[src/rtl/mc_ctrl_fsm.sv]
// Multi-cycle RV32 control FSM: fetch/decode/exec/mem/writeback sequencing with a retire counter.
// Define MC_CTRL_HALT_EN to decode opcode 1110011 into an absorbing HALT state instead of TRAP.
module mc_ctrl_fsm (
    input  logic        clk,
    input  logic        rst,
    input  logic [31:0] Inst,
    input  logic        BrTaken,
    input  logic        Mem_Ready,
    output logic        PC_Write,
    output logic [1:0]  PCSrc,
    output logic        IR_Write,
    output logic        IorD,
    output logic        Mem_Read,
    output logic        Mem_Write,
    output logic [1:0]  ALUSrcA,
    output logic        ALUSrcB,
    output logic [1:0]  ALUOp,
    output logic [1:0]  ResultSel,
    output logic        Reg_Write,
    output logic [2:0]  State,
    output logic        Illegal,
    output logic        Halted,
    output logic [31:0] Inst_Count
);

    typedef enum logic [2:0] {
        StFetch  = 3'd0,
        StDecode = 3'd1,
        StExec   = 3'd2,
        StMem    = 3'd3,
        StWb     = 3'd4,
        StTrap   = 3'd5,
        StHalt   = 3'd6
    } state_e;

    typedef enum logic [3:0] {
        ClsNone, ClsR, ClsI, ClsLoad, ClsStore, ClsBranch, ClsJal, ClsJalr, ClsLui, ClsAuipc
    } cls_e;

    state_e      state_q, state_d;
    cls_e        cls_q, cls_d;
    logic [31:0] cnt_q, cnt_d;
    cls_e        dec_cls;

    // Only the opcode field steers control; the rest belongs to the datapath.
    logic unused_inst;
    assign unused_inst = ^Inst[31:7];

    always_comb begin
        dec_cls = ClsNone;
        case (Inst[6:0])
            7'b0110011: dec_cls = ClsR;
            7'b0010011: dec_cls = ClsI;
            7'b0000011: dec_cls = ClsLoad;
            7'b0100011: dec_cls = ClsStore;
            7'b1100011: dec_cls = ClsBranch;
            7'b1101111: dec_cls = ClsJal;
            7'b1100111: dec_cls = ClsJalr;
            7'b0110111: dec_cls = ClsLui;
            7'b0010111: dec_cls = ClsAuipc;
            default:    dec_cls = ClsNone;
        endcase
    end

    always_comb begin
        state_d = state_q;
        cls_d   = cls_q;
        cnt_d   = cnt_q;
        case (state_q)
            StFetch: begin
                if (Mem_Ready) state_d = StDecode;
            end
            StDecode: begin
                cls_d = dec_cls;
`ifdef MC_CTRL_HALT_EN
                if (Inst[6:0] == 7'b1110011) state_d = StHalt;
                else if (dec_cls == ClsNone) state_d = StTrap;
                else                         state_d = StExec;
`else
                if (dec_cls == ClsNone) state_d = StTrap;
                else                    state_d = StExec;
`endif
            end
            StExec: begin
                case (cls_q)
                    ClsLoad, ClsStore: state_d = StMem;
                    ClsBranch: begin
                        state_d = StFetch;
                        cnt_d   = cnt_q + 32'd1;
                    end
                    default: state_d = StWb;
                endcase
            end
            StMem: begin
                if (Mem_Ready) begin
                    if (cls_q == ClsLoad) begin
                        state_d = StWb;
                    end else begin
                        state_d = StFetch;
                        cnt_d   = cnt_q + 32'd1;
                    end
                end
            end
            StWb: begin
                state_d = StFetch;
                cnt_d   = cnt_q + 32'd1;
            end
            StTrap:  state_d = StTrap;
            StHalt:  state_d = StHalt;
            default: state_d = StTrap;
        endcase
    end

    always_ff @(posedge clk) begin
        if (!rst) begin
            state_q <= StFetch;
            cls_q   <= ClsNone;
            cnt_q   <= '0;
        end else begin
            state_q <= state_d;
            cls_q   <= cls_d;
            cnt_q   <= cnt_d;
        end
    end

    // Controls are a function of state and latched class; the FETCH/MEM handshake and
    // branch redirect also look at the current-cycle strobes. Held low while in reset.
    always_comb begin
        PC_Write  = 1'b0;
        PCSrc     = 2'd0;
        IR_Write  = 1'b0;
        IorD      = 1'b0;
        Mem_Read  = 1'b0;
        Mem_Write = 1'b0;
        ALUSrcA   = 2'd0;
        ALUSrcB   = 1'b0;
        ALUOp     = 2'd0;
        ResultSel = 2'd0;
        Reg_Write = 1'b0;
        if (rst) begin
            case (state_q)
                StFetch: begin
                    Mem_Read = 1'b1;
                    if (Mem_Ready) begin
                        IR_Write = 1'b1;
                        PC_Write = 1'b1;
                    end
                end
                StExec: begin
                    case (cls_q)
                        ClsR:              ALUOp = 2'd2;
                        ClsI: begin
                            ALUSrcB = 1'b1;
                            ALUOp   = 2'd2;
                        end
                        ClsLoad, ClsStore: ALUSrcB = 1'b1;
                        ClsLui: begin
                            ALUSrcA = 2'd2;
                            ALUSrcB = 1'b1;
                        end
                        ClsAuipc: begin
                            ALUSrcA = 2'd1;
                            ALUSrcB = 1'b1;
                        end
                        ClsBranch: begin
                            ALUOp = 2'd1;
                            if (BrTaken) begin
                                PC_Write = 1'b1;
                                PCSrc    = 2'd1;
                            end
                        end
                        ClsJal: begin
                            PC_Write = 1'b1;
                            PCSrc    = 2'd1;
                        end
                        ClsJalr: begin
                            ALUSrcB  = 1'b1;
                            PC_Write = 1'b1;
                            PCSrc    = 2'd2;
                        end
                        default: ;
                    endcase
                end
                StMem: begin
                    IorD      = 1'b1;
                    Mem_Read  = (cls_q == ClsLoad);
                    Mem_Write = (cls_q == ClsStore);
                end
                StWb: begin
                    Reg_Write = 1'b1;
                    if (cls_q == ClsLoad)                           ResultSel = 2'd1;
                    else if (cls_q == ClsJal || cls_q == ClsJalr)   ResultSel = 2'd2;
                    else                                            ResultSel = 2'd0;
                end
                default: ;
            endcase
        end
    end

    assign State      = state_q;
    assign Illegal    = (state_q == StTrap);
    assign Inst_Count = cnt_q;
`ifdef MC_CTRL_HALT_EN
    assign Halted     = (state_q == StHalt);
`else
    assign Halted     = 1'b0;
`endif

endmodule

[config.mk]
export PLATFORM = sky130hd
export DESIGN_NAME = mc_ctrl_fsm
export DESIGN_NICKNAME = d
export VERILOG_FILES = /design/src/rtl/mc_ctrl_fsm.sv
export SDC_FILE = /design/constraint.sdc
export NUM_CORES = 1
export LEC_CHECK = 0
export CAP_MARGIN = 20
export CORE_ASPECT_RATIO = 1.2
export CORE_MARGIN = 2
export CORE_UTILIZATION = 35
export CTS_CLUSTER_DIAMETER = 200
export DETAILED_ROUTE_END_ITERATION = 10
export PLACE_DENSITY = 0.65
export SETUP_SLACK_MARGIN = 0.4
export SYNTH_ARGS = -nofsm -noshare
export SYNTH_HDL_FRONTEND = slang
export SYNTH_SLANG_ARGS = --single-unit
[constraint.sdc]
create_clock -name clk -period 3.5 [get_ports clk]
set_input_delay 0.7 -clock clk [delete_from_list [all_inputs] [get_ports clk]]
set_output_delay 0.7 -clock clk [all_outputs]
set_load 0.005 [all_outputs]
==> results of run 1 <==
per-stage QoR:
| step | utilization [%] | cells | worst slack (ns) | area [um^2] |
|---|---|---|---|---|
| after global routing | 47.4 | 445 | 0.467 | 3210 |
| after global placement | 45.7 | 437 | 0.559 | 3090 |
| after CTS | 47.4 | 445 | 0.551 | 3210 |
| after floorplan | - | 304 | 1.37 | 2430 |
| after detailed placement | 45.7 | 437 | 0.552 | 3090 |
| final | 47.4 | 445 | 0.556 | 3210 |
layout make-up:
class | count | area, um^2
clock buffer | 6 | 82.6
timing repair buffer | 67 | 656
fill | 683 | 3560
sequential | 39 | 781
multi-input combinational | 234 | 1510
inverter | 10 | 37.5
clock inverter | 2 | 35.0
tap | 87 | 109
worst max-delay path, delay by kind of cell:
| family | cells | cell delay, ns |
|---|---|---|
| AND/OR/NAND/NOR | 1 | 0.19 |
| AO/OA/AOI/OAI | 1 | 0.19 |
| buffers and inverters | 3 | 1.16 |
state kept, by name (all words and copies together), names as in the netlist:
register,count
cls_q,4
Inst_Count,32
State,3
logic make-up (layout without fill, tap and decap cells):
family	after synthesis	after routing	share of synthesized area, %
other cells	1	1	0.154
flops	39	39	32.1
buf+inv	31	85	5.72
xor+xnor	28	28	10.1
mux	1	1	0.412
fa+ha+maj	1	1	0.515
compound gates	71	71	22.5
simple gates	132	132	28.5
power breakdown:
group / internal, mW / leakage (nW) / switching, mW
logic: 0.0479 / 0.585 / 0.0530
registers: 0.448 / 0.314 / 0.0126
clock network: 0.231 / 0.0612 / 0.162
total: 0.726 / 0.960 / 0.228
cells in the final DEF (no fill, tap or decap), drive strengths merged, types with 7 or more instances in the layout:
| master | netlist | final |
|---|---|---|
| nand2 | 19 | 19 |
| a21oi | 18 | 18 |
| inv | 9 | 9 |
| o21ai | 11 | 11 |
| xnor2 | 27 | 27 |
| and2 | 9 | 9 |
| clkdlybuf4s50 | 0 | 61 |
| a2111oi | 14 | 14 |
| dfxtp | 39 | 39 |
| a211oi | 9 | 9 |
| nor2 | 44 | 44 |
| nand3 | 17 | 17 |
| nand4 | 7 | 7 |
layer usage:
layer  global-route usage [%]  part of all wire (%)  wire length (um)
met1                     19.4                    46              2760
met2                     28.4                    48              2870
met3                     2.56                   4.2               249
met4                     4.24                   1.0                60
met5                        0                     0                 0
final timing paths:
| kind | to | slack (ns) | startpoint |
|---|---|---|---|
| min reg2reg | Inst_Count[30]$_SDFFE_PN0P_ | 0.54 | Inst_Count[30]$_SDFFE_PN0P_ |
| min | Inst_Count[30]$_SDFFE_PN0P_ | 0.54 | Inst_Count[30]$_SDFFE_PN0P_ |
| max | PC_Write | 0.56 | rst |
| max reg2reg | Inst_Count[31]$_SDFFE_PN0P_ | 0.94 | State[0]$_SDFFE_PN0P_ |
==> metrics.md, run 1 <==
| Metric | Value |
|---|---|
| Root Driver | `sky130_fd_sc_hd__clkbuf_8` |
| Clock tree from TritonCTS | `done` |
| Total Die Area | `0.00763 mm^2` |
| Final Hold Vio Count | `0` |
| Total nets after synthesis | `341` |
| Number of design rule violations left after detail routing | `0` |
| Drt first pass iters | `4` |
| Top post-synthesis cells by area | `sky130_fd_sc_hd__dfxtp_1 32%, sky130_fd_sc_hd__xnor2_1 9.7%, sky130_fd_sc_hd__nor2_1 6.8%` |
| Antenna violations before repair | `0` |
| Number of input and output port buffers inserted | `61` |
| Setup repair after global routing missed its margin | `false` |
| Static Leak | `0.960 nW` |
| Number of different library cells in the post-synthesis netlist | `51` |
| Max-slew violation total from the final report | `0` |
| Achievable frequency | `340 MHz` |
| Largest net degree at the start of global routing | `35` |
| Routed WL | `5.95 mm` |
| Number of nets still failing antenna checks after routing | `0` |
| Worst slew margin relative to its limit | `49.6%` |
| Warnings, synthesis | `0` |
| Share of cells above drive strength 1 | `7.54%` |
| Area of the core region | `0.00677 mm^2` |
| Leading cell type by number of instances after synthesis | `sky130_fd_sc_hd__nor2_1` |
| Sequential share of the synthesized area | `32.1%` |
| First-pass GRT wire length | `9.78 mm` |
| Number of synthesized register bits | `39` |
| Number of buffers created by CTS | `5` |
| Synth async-reset ratio | `0%` |
| H-tree levels | `2` |
| Clock Sinks | `39` |
| Layout Skew | `0.00972 ns` |
| Data arrival time of the critical path | `2.24 ns` |
| Min cycle time layout | `2.94 ns` |
| Mean routed wirelength per cell | `13.4 um` |
| Total congestion overflow | `0` |
| Number of global-route vias before repair | `2108` |
| Run status | `completed` |
| Maximum VDD drop | `0.252 mV` |
| Setup repair bufs after CTS | `0` |
| Cell Pwr Density | `297 mW/mm^2` |
| Final net count | `394` |
| Post-Synthesis Mean Instance Area | `7.99 um^2` |
| Top-Level Pins | `88` |
| Synth top cells by count | `44 x sky130_fd_sc_hd__nor2_1, 39 x sky130_fd_sc_hd__dfxtp_1, 27 x sky130_fd_sc_hd__xnor2_1` |
| Initial core utilization | `35.9%` |
| Detailed router's first-iteration violation count | `113` |
| Detailed-route vias per instance | `5.28` |
| Number of standard cells after synthesis | `304` |
| Kind of start point of the critical path | `input port` |
| Critical Path Slowest Stage Cell | `sky130_fd_sc_hd__clkdlybuf4s50_1` |
| Clock slew at the register clock pins of the worst setup and hold paths | `0.08 ns` |
| Critical path cell sequence | `clkdlybuf4s50_1 > buf_4 > nand4_1 > o21bai_1 > clkdlybuf4s50_1` |
| Summed instance area of the synthesized netlist | `0.00243 mm^2` |
| Main synth FF type | `sky130_fd_sc_hd__dfxtp_1` |
| R2r worst-path depth | `6` |
| Chip width | `80.1 um` |
| Cell count of the worst hold path | `2` |
| CTS Hold Bufs | `0` |
| Final total power | `954 uW` |
| Critical path start-end classification | `input port to primary output` |
| Post-CTS Resized | `0` |
| Dominant cell type by area after synthesis | `sky130_fd_sc_hd__dfxtp_1` |
| Most prevalent standard cell on the critical path | `sky130_fd_sc_hd__clkdlybuf4s50_1` |
| Fraction of post-synthesis cell area in the top cell type by area | `32.1%` |
| Capturing element type of the critical path | `primary output` |
| Share of the cycle needed by the critical path after routing | `84.1%` |
| Global Route Usage Sum | `15.8%` |
| Final setup viols | `0` |
| Via count of the routed design | `2350` |
| Number of max-capacitance violations reported | `0` |
| GPL Wtd Cong | `0.790` |
| Total negative slack for setup checks | `0 ns` |
| Worst Hold Class | `register to register` |
| Max Root-Sink Buffers | `2` |
| Crit Path Max Fanout | `11` |
| Hpwl dp | `4.24 mm` |
| Insertion delay to the later sink of the worst-skew pair | `0.29 ns` |
| Slew at the pin closest to its max-slew limit | `0.757 ns` |
| Count of flip-flops with a built-in enable after synthesis | `0` |
| Diodes inserted | `0` |
| Critical Path RT | `2.80 ns` |
| Hold Slack | `0.538 ns` |
| Y dimension of the die | `95.3 um` |
| Worst stage delay on the critical path | `0.51 ns` |
| Area overhead of the layout relative to synthesis | `32.1%` |
| Total number of placement rows | `33` |
(Power assumes the default switching activity.)
==> run 2: changes to the inputs <==
- PLACE_DENSITY: 0.65 -> 0.68
- clock period: 3.5 -> 2.57 ns (I/O delays scaled with it)
==> metrics.md, run 2 (synthesis gave the netlist of run 1 again) <==
| Metric | Value |
|---|---|
| Mean routed wirelength per cell | `13.9 um` |
| Critical path cell sequence | `dlygate4sd2_1 > buf_6 > nand4_1 > buf_4 > a21oi_1 > clkdlybuf4s15_1` |
| Achievable frequency | `476 MHz` |
| Worst Hold Class | `register to register` |
| Number of nets still failing antenna checks after routing | `0` |
| Detailed router's first-iteration violation count | `110` |
| Number of global-route vias before repair | `2336` |
| Number of buffers created by CTS | `5` |
| Max-slew violation total from the final report | `0` |
| Critical Path Slowest Stage Cell | `sky130_fd_sc_hd__dlygate4sd2_1` |
| Detailed-route vias per instance | `5.33` |
| Number of input and output port buffers inserted | `61` |
| Clock Sinks | `39` |
| Kind of cell with the highest combined delay on the critical path | `buffers and inverters` |
| Y dimension of the die | `95.3 um` |
| Multi-input combinational cell area | `0.00159 mm^2` |
| Largest net degree at the start of global routing | `35` |
| Kind of start point of the critical path | `input port` |
| Data arrival time of the critical path | `1.59 ns` |
| Diodes inserted | `0` |
| Hpwl dp | `4.38 mm` |
| Final setup viols | `0` |
| Global Route Usage Sum | `16.9%` |
| Slew at the pin closest to its max-slew limit | `0.529 ns` |
| Area overhead of the layout relative to synthesis | `42.0%` |
| GPL Wtd Cong | `0.821` |
| Worst stage delay on the critical path | `0.25 ns` |
| Run status | `completed` |
| Insertion delay to the later sink of the worst-skew pair | `0.29 ns` |
| Drt first pass iters | `4` |
| Commonest non-fill, non-tap cells in the layout | `45 x sky130_fd_sc_hd__clkdlybuf4s50_1, 42 x sky130_fd_sc_hd__nor2_1, 31 x sky130_fd_sc_hd__dfxtp_1` |
| Critical Path RT | `2.06 ns` |
| Routed WL | `6.49 mm` |
| Crit Path Max Fanout | `7` |
| Worst slew margin relative to its limit | `63.8%` |
| Layout Skew | `0.00554 ns` |
| Top-Level Pins | `88` |
| CP Buf/Inv Count | `4` |
| Total negative slack for setup checks | `0 ns` |
| Total congestion overflow | `0` |
| Number of max-capacitance violations reported | `0` |
| Chip width | `80.1 um` |
| H-tree levels | `2` |
| Critical path start-end classification | `input port to primary output` |
| Final Hold Vio Count | `0` |
| Total number of placement rows | `33` |
| Max Root-Sink Buffers | `2` |
| Maximum VDD drop | `0.238 mV` |
| Number of design rule violations left after detail routing | `0` |
| Setup repair after global routing missed its margin | `false` |
| Area of the core region | `0.00677 mm^2` |
| Root Driver | `sky130_fd_sc_hd__clkbuf_8` |
| Most frequent standard cell in the layout excluding fill and tap cells | `sky130_fd_sc_hd__clkdlybuf4s50_1` |
| Clock tree from TritonCTS | `done` |
| First-pass GRT wire length | `10.6 mm` |
| Share of cells above drive strength 1 | `18.6%` |
| CTS Hold Bufs | `0` |
| Count of filler cells inserted in the layout | `659` |
| Cell Pwr Density | `350 mW/mm^2` |
| Capturing element type of the critical path | `primary output` |
| Static Leak | `1.20 nW` |
| Total Die Area | `0.00763 mm^2` |
| Via count of the routed design | `2495` |
| Initial core utilization | `35.9%` |
| Min cycle time layout | `2.10 ns` |
| Antenna violations before repair | `0` |
| Final net count | `417` |
| Clock slew at the register clock pins of the worst setup and hold paths | `0.08 ns` |
| Share of the cycle needed by the critical path after routing | `81.7%` |
| Largest register FFs | `32` |
| Flip-flop and latch area | `803 um^2` |
| Core occupancy in the finished layout | `50.9%` |
==> run 2: metrics by stage <==
step	setup WS, ns	cells	hold WS [ns]	total power [mW]	area, um^2
floorplan	0.655	304	0.492	0.719	2430
detailed placement	0.00607	443	0.528	0.785	3140
global placement	0.0113	443	0.506	0.783	3140
CTS	0.231	459	0.540	1.20	3330
finish	0.470	468	0.535	1.21	3450
global route	0.387	468	0.570	1.27	3450
==> run 2: worst paths after layout <==
kind                                    start                           to  slack (ns)  cells after the start
setup reg to reg        State[0]$_SDFFE_PN0P_  Inst_Count[10]$_SDFFE_PN0P_        0.51                      8
hold reg to reg   Inst_Count[10]$_SDFFE_PN0P_  Inst_Count[10]$_SDFFE_PN0P_        0.53                      2
hold / removal    Inst_Count[10]$_SDFFE_PN0P_  Inst_Count[10]$_SDFFE_PN0P_        0.53                      2
setup / recovery                          rst                     PCSrc[0]        0.47                      6
==> run 2: routing by layer <==
layer	share of wire, %	wire (um)	global-route usage [%]
met1	44	2830	20.1
met2	51	3310	30.6
met3	4.8	311	3.60
met4	0.63	41	4.38
met5	0	0	0
==> run 2: cell type report <==
| type | instances | area share [%] |
|---|---|---|
| clock buffer | 7 | 2.21 |
| clock inverter | 1 | 0.145 |
| inverter | 10 | 1.09 |
| multi-input combinational | 234 | 46.1 |
| sequential | 39 | 23.3 |
| tap | 87 | 3.16 |
| timing repair buffer | 90 | 24.0 |
==> run 2: timing repair <==
| item | 4_1_cts | 5_1_grt |
|---|---|---|
| hold endpoints to repair | 0 | 0 |
| setup endpoints to repair | 15 | 21 |
| buffers inserted | 8 | 9 |
| resized for setup | 35 | 23 |
| pin swaps | 6 | 7 |
==> run 2: report_power, final <==
group	leakage [nW]	switching [mW]	internal (mW)	total [mW]
Sequential	0.320	0.0112	0.607	0.618
Combinational	0.836	0.0956	0.0973	0.193
Clock	0.0422	0.206	0.191	0.397
==> run 2: worst reg2reg max path, stage by stage (launching register included) <==
cell                      delay [ns]
sky130_fd_sc_hd__dfxtp_2        0.33
sky130_fd_sc_hd__buf_6          0.14
sky130_fd_sc_hd__and3b_2        0.21
sky130_fd_sc_hd__buf_4          0.12
sky130_fd_sc_hd__nand3_2        0.11
sky130_fd_sc_hd__buf_4          0.23
sky130_fd_sc_hd__and2_1         0.21
sky130_fd_sc_hd__or4_1          0.50
sky130_fd_sc_hd__a21oi_1        0.14
==> run 3: changes to the inputs <==
- clock period: 2.57 -> 1.7 ns (I/O delays scaled with it)
==> metrics.md, run 3 (synthesis gave the netlist of run 1 again) <==
| Metric | Value |
|---|---|
| Run status | `finished with violations` |
| Violations in the final reports | `negative setup slack` |
| Final net count | `530` |
| Slew at the pin closest to its max-slew limit | `0.612 ns` |
| H-tree levels | `2` |
| Flip-flop and latch area | `845 um^2` |
| Data arrival time of the critical path | `2.16 ns` |
| Total Die Area | `0.00763 mm^2` |
| Global Route Usage Sum | `24.5%` |
| Layout Skew | `0.0166 ns` |
| Via count of the routed design | `3146` |
| Met1 usage | `28.7%` |
| Total congestion overflow | `0` |
| Number of global-route vias before repair | `3044` |
| Max-slew violation total from the final report | `0` |
| Kind of start point of the critical path | `register` |
| Clock tree from TritonCTS | `done` |
| Worst-case hold path end point | `Inst_Count[31]$_SDFFE_PN0P_` |
| Multi-input combinational cell area | `0.00211 mm^2` |
| Commonest non-fill, non-tap cells in the layout | `90 x sky130_fd_sc_hd__buf_4, 45 x sky130_fd_sc_hd__buf_6, 40 x sky130_fd_sc_hd__nor2_1` |
| Number of max-capacitance violations reported | `0` |
| Hpwl dp | `5.37 mm` |
| Terminus of the critical flop-to-flop path | `Inst_Count[26]$_SDFFE_PN0P_` |
| Total number of placement rows | `33` |
| Hold Path Origin | `Inst_Count[31]$_SDFFE_PN0P_` |
| Initial core utilization | `35.9%` |
| Clock slew at the register clock pins of the worst setup and hold paths | `0.09 ns` |
| Most frequent standard cell in the layout excluding fill and tap cells | `sky130_fd_sc_hd__buf_4` |
| Detailed router's first-iteration violation count | `158` |
| Largest register FFs | `32` |
| First-pass GRT wire length | `14.9 mm` |
| Number of nets still failing antenna checks after routing | `0` |
| Layout Cell Area excl Fill | `0.00496 mm^2` |
| GR met2 Demand/Resource | `45.1%` |
| Mean routed wirelength per cell | `17.9 um` |
| Crit Path Max Fanout | `7` |
| Final Hold Vio Count | `0` |
| Drt first pass iters | `4` |
| GR met3 Demand/Resource | `3.79%` |
| Chip width | `80.1 um` |
| Final worst slack | `-0.227 ns` |
| Static Leak | `1.97 nW` |
| Max Root-Sink Buffers | `2` |
| Antenna violations before repair | `0` |
| Share of cells above drive strength 1 | `64.2%` |
| Area after DPL | `0.00379 mm^2` |
| Area of the core region | `0.00677 mm^2` |
| Setup repair after global routing missed its margin | `true` |
| Number of design rule violations left after detail routing | `0` |
| Clock Sinks | `39` |
| Reg-to-Reg Start | `cls_q[1]$_SDFFE_PN0P_` |
| Cell Pwr Density | `461 mW/mm^2` |
| Critical Path RT | `1.93 ns` |
| Min cycle time layout | `1.93 ns` |
| Setup slack of the worst register-to-register path | `-0.23 ns` |
| CTS Hold Bufs | `0` |
| Root Driver | `sky130_fd_sc_hd__clkbuf_8` |
| Crit path launch | `cls_q[1]$_SDFFE_PN0P_` |
| Critical path start-end classification | `register to register` |
| Insertion delay to the later sink of the worst-skew pair | `0.30 ns` |
| Largest net degree at the start of global routing | `35` |
| Diodes inserted | `0` |
| Area overhead of the layout relative to synthesis | `104%` |
| Post-layout instance count excluding filler cells | `581` |
| Top-Level Pins | `88` |
| Share of the cycle needed by the critical path after routing | `113%` |
| Core occupancy in the finished layout | `73.2%` |
| Number of buffers created by CTS | `5` |
| Achievable frequency | `519 MHz` |
| Worst slew margin relative to its limit | `59.1%` |
| Detailed-route vias per instance | `5.41` |
| Number of input and output port buffers inserted | `61` |
| GPL Wtd Cong | `0.862` |
| Y dimension of the die | `95.3 um` |
| Count of filler cells inserted in the layout | `424` |
| Final setup viols | `40` |
| Maximum VDD drop | `0.398 mV` |
| Worst Hold Class | `register to register` |
| Routed WL | `10.4 mm` |
| R2r worst-path depth | `7` |
| GRT busiest layer | `met2` |
| Placed cells | `519` |
| Capturing element type of the critical path | `register` |
| Cell count of the worst hold path | `2` |
-- run 3: cell types whose count changed in the layout (fill, tap and decap cells not counted), sizes merged --
| cell | delta |
|---|---|
| buf | +142 |
| clkdlybuf4s50 | -41 |
| clkbuf | +13 |
| dlymetal6s2s | -3 |
| bufinv | +1 |
| clkinv | +1 |
| dlygate4sd2 | +1 |
| inv | -1 |
-- run 3: timing repair --
item | in CTS | in global routing
buffers inserted | 31 | 23
endpoints found under the hold margin | 0 | 0
resized for setup | 297 | 87
endpoints found under the setup margin | 90 | 76
pin swaps | 52 | 43
-- run 3: how the worst max path moves through the flow --
stage | end | cells after the start
floorplan | Inst_Count[30]$_SDFFE_PN0P_ | 6
finish | Inst_Count[26]$_SDFFE_PN0P_ | 7
detailed placement | ALUOp[1] | 4
global placement | ALUOp[1] | 4
global route | Inst_Count[26]$_SDFFE_PN0P_ | 6
CTS | Inst_Count[30]$_SDFFE_PN0P_ | 6
-- run 3: worst max-delay path, stage by stage, from the launching register on --
cell and delay [ns]:
sky130_fd_sc_hd__dfxtp_4 0.37, sky130_fd_sc_hd__buf_6 0.13, sky130_fd_sc_hd__nand4bb_4 0.10, sky130_fd_sc_hd__buf_6 0.12
sky130_fd_sc_hd__nand3_4 0.09, sky130_fd_sc_hd__a2111o_1 0.53, sky130_fd_sc_hd__or3_1 0.38, sky130_fd_sc_hd__a21oi_2 0.14
-- run 3: power breakdown --
group | internal [mW] | switching (mW) | total (mW)
Clock | 0.476 | 0.346 | 0.822
Combinational | 0.276 | 0.255 | 0.531
Sequential | 0.917 | 0.0151 | 0.932
-- run 3: area by class of cell --
type / count / share of cell area, %
timing repair buffer: 203 / 35.0
clock inverter: 2 / 0.707
sequential: 39 / 17.0
multi-input combinational: 234 / 42.5
tap: 87 / 2.20
inverter: 10 / 0.858
clock buffer: 6 / 1.67
-- run 3: metal layers --
metal	up-vias	routed length [um]
met5	-	0
met4	0	270
met3	24	481
met2	102	5670
met1	1549	3980
li1	1471	-
-- run 3: stage by stage --
step / power (mW) / setup WS [ns] / hold WS, ns / setup TNS [ns]
global placement: 1.26 / -0.464 / 0.510 / -16.09
detailed placement: 1.26 / -0.495 / 0.517 / -16.50
finish: 2.29 / -0.227 / 0.520 / -5.07
global route: 2.37 / -0.295 / 0.533 / -8.56
CTS: 2.15 / -0.169 / 0.514 / -2.23
floorplan: 1.10 / -0.0977 / 0.496 / -0.375
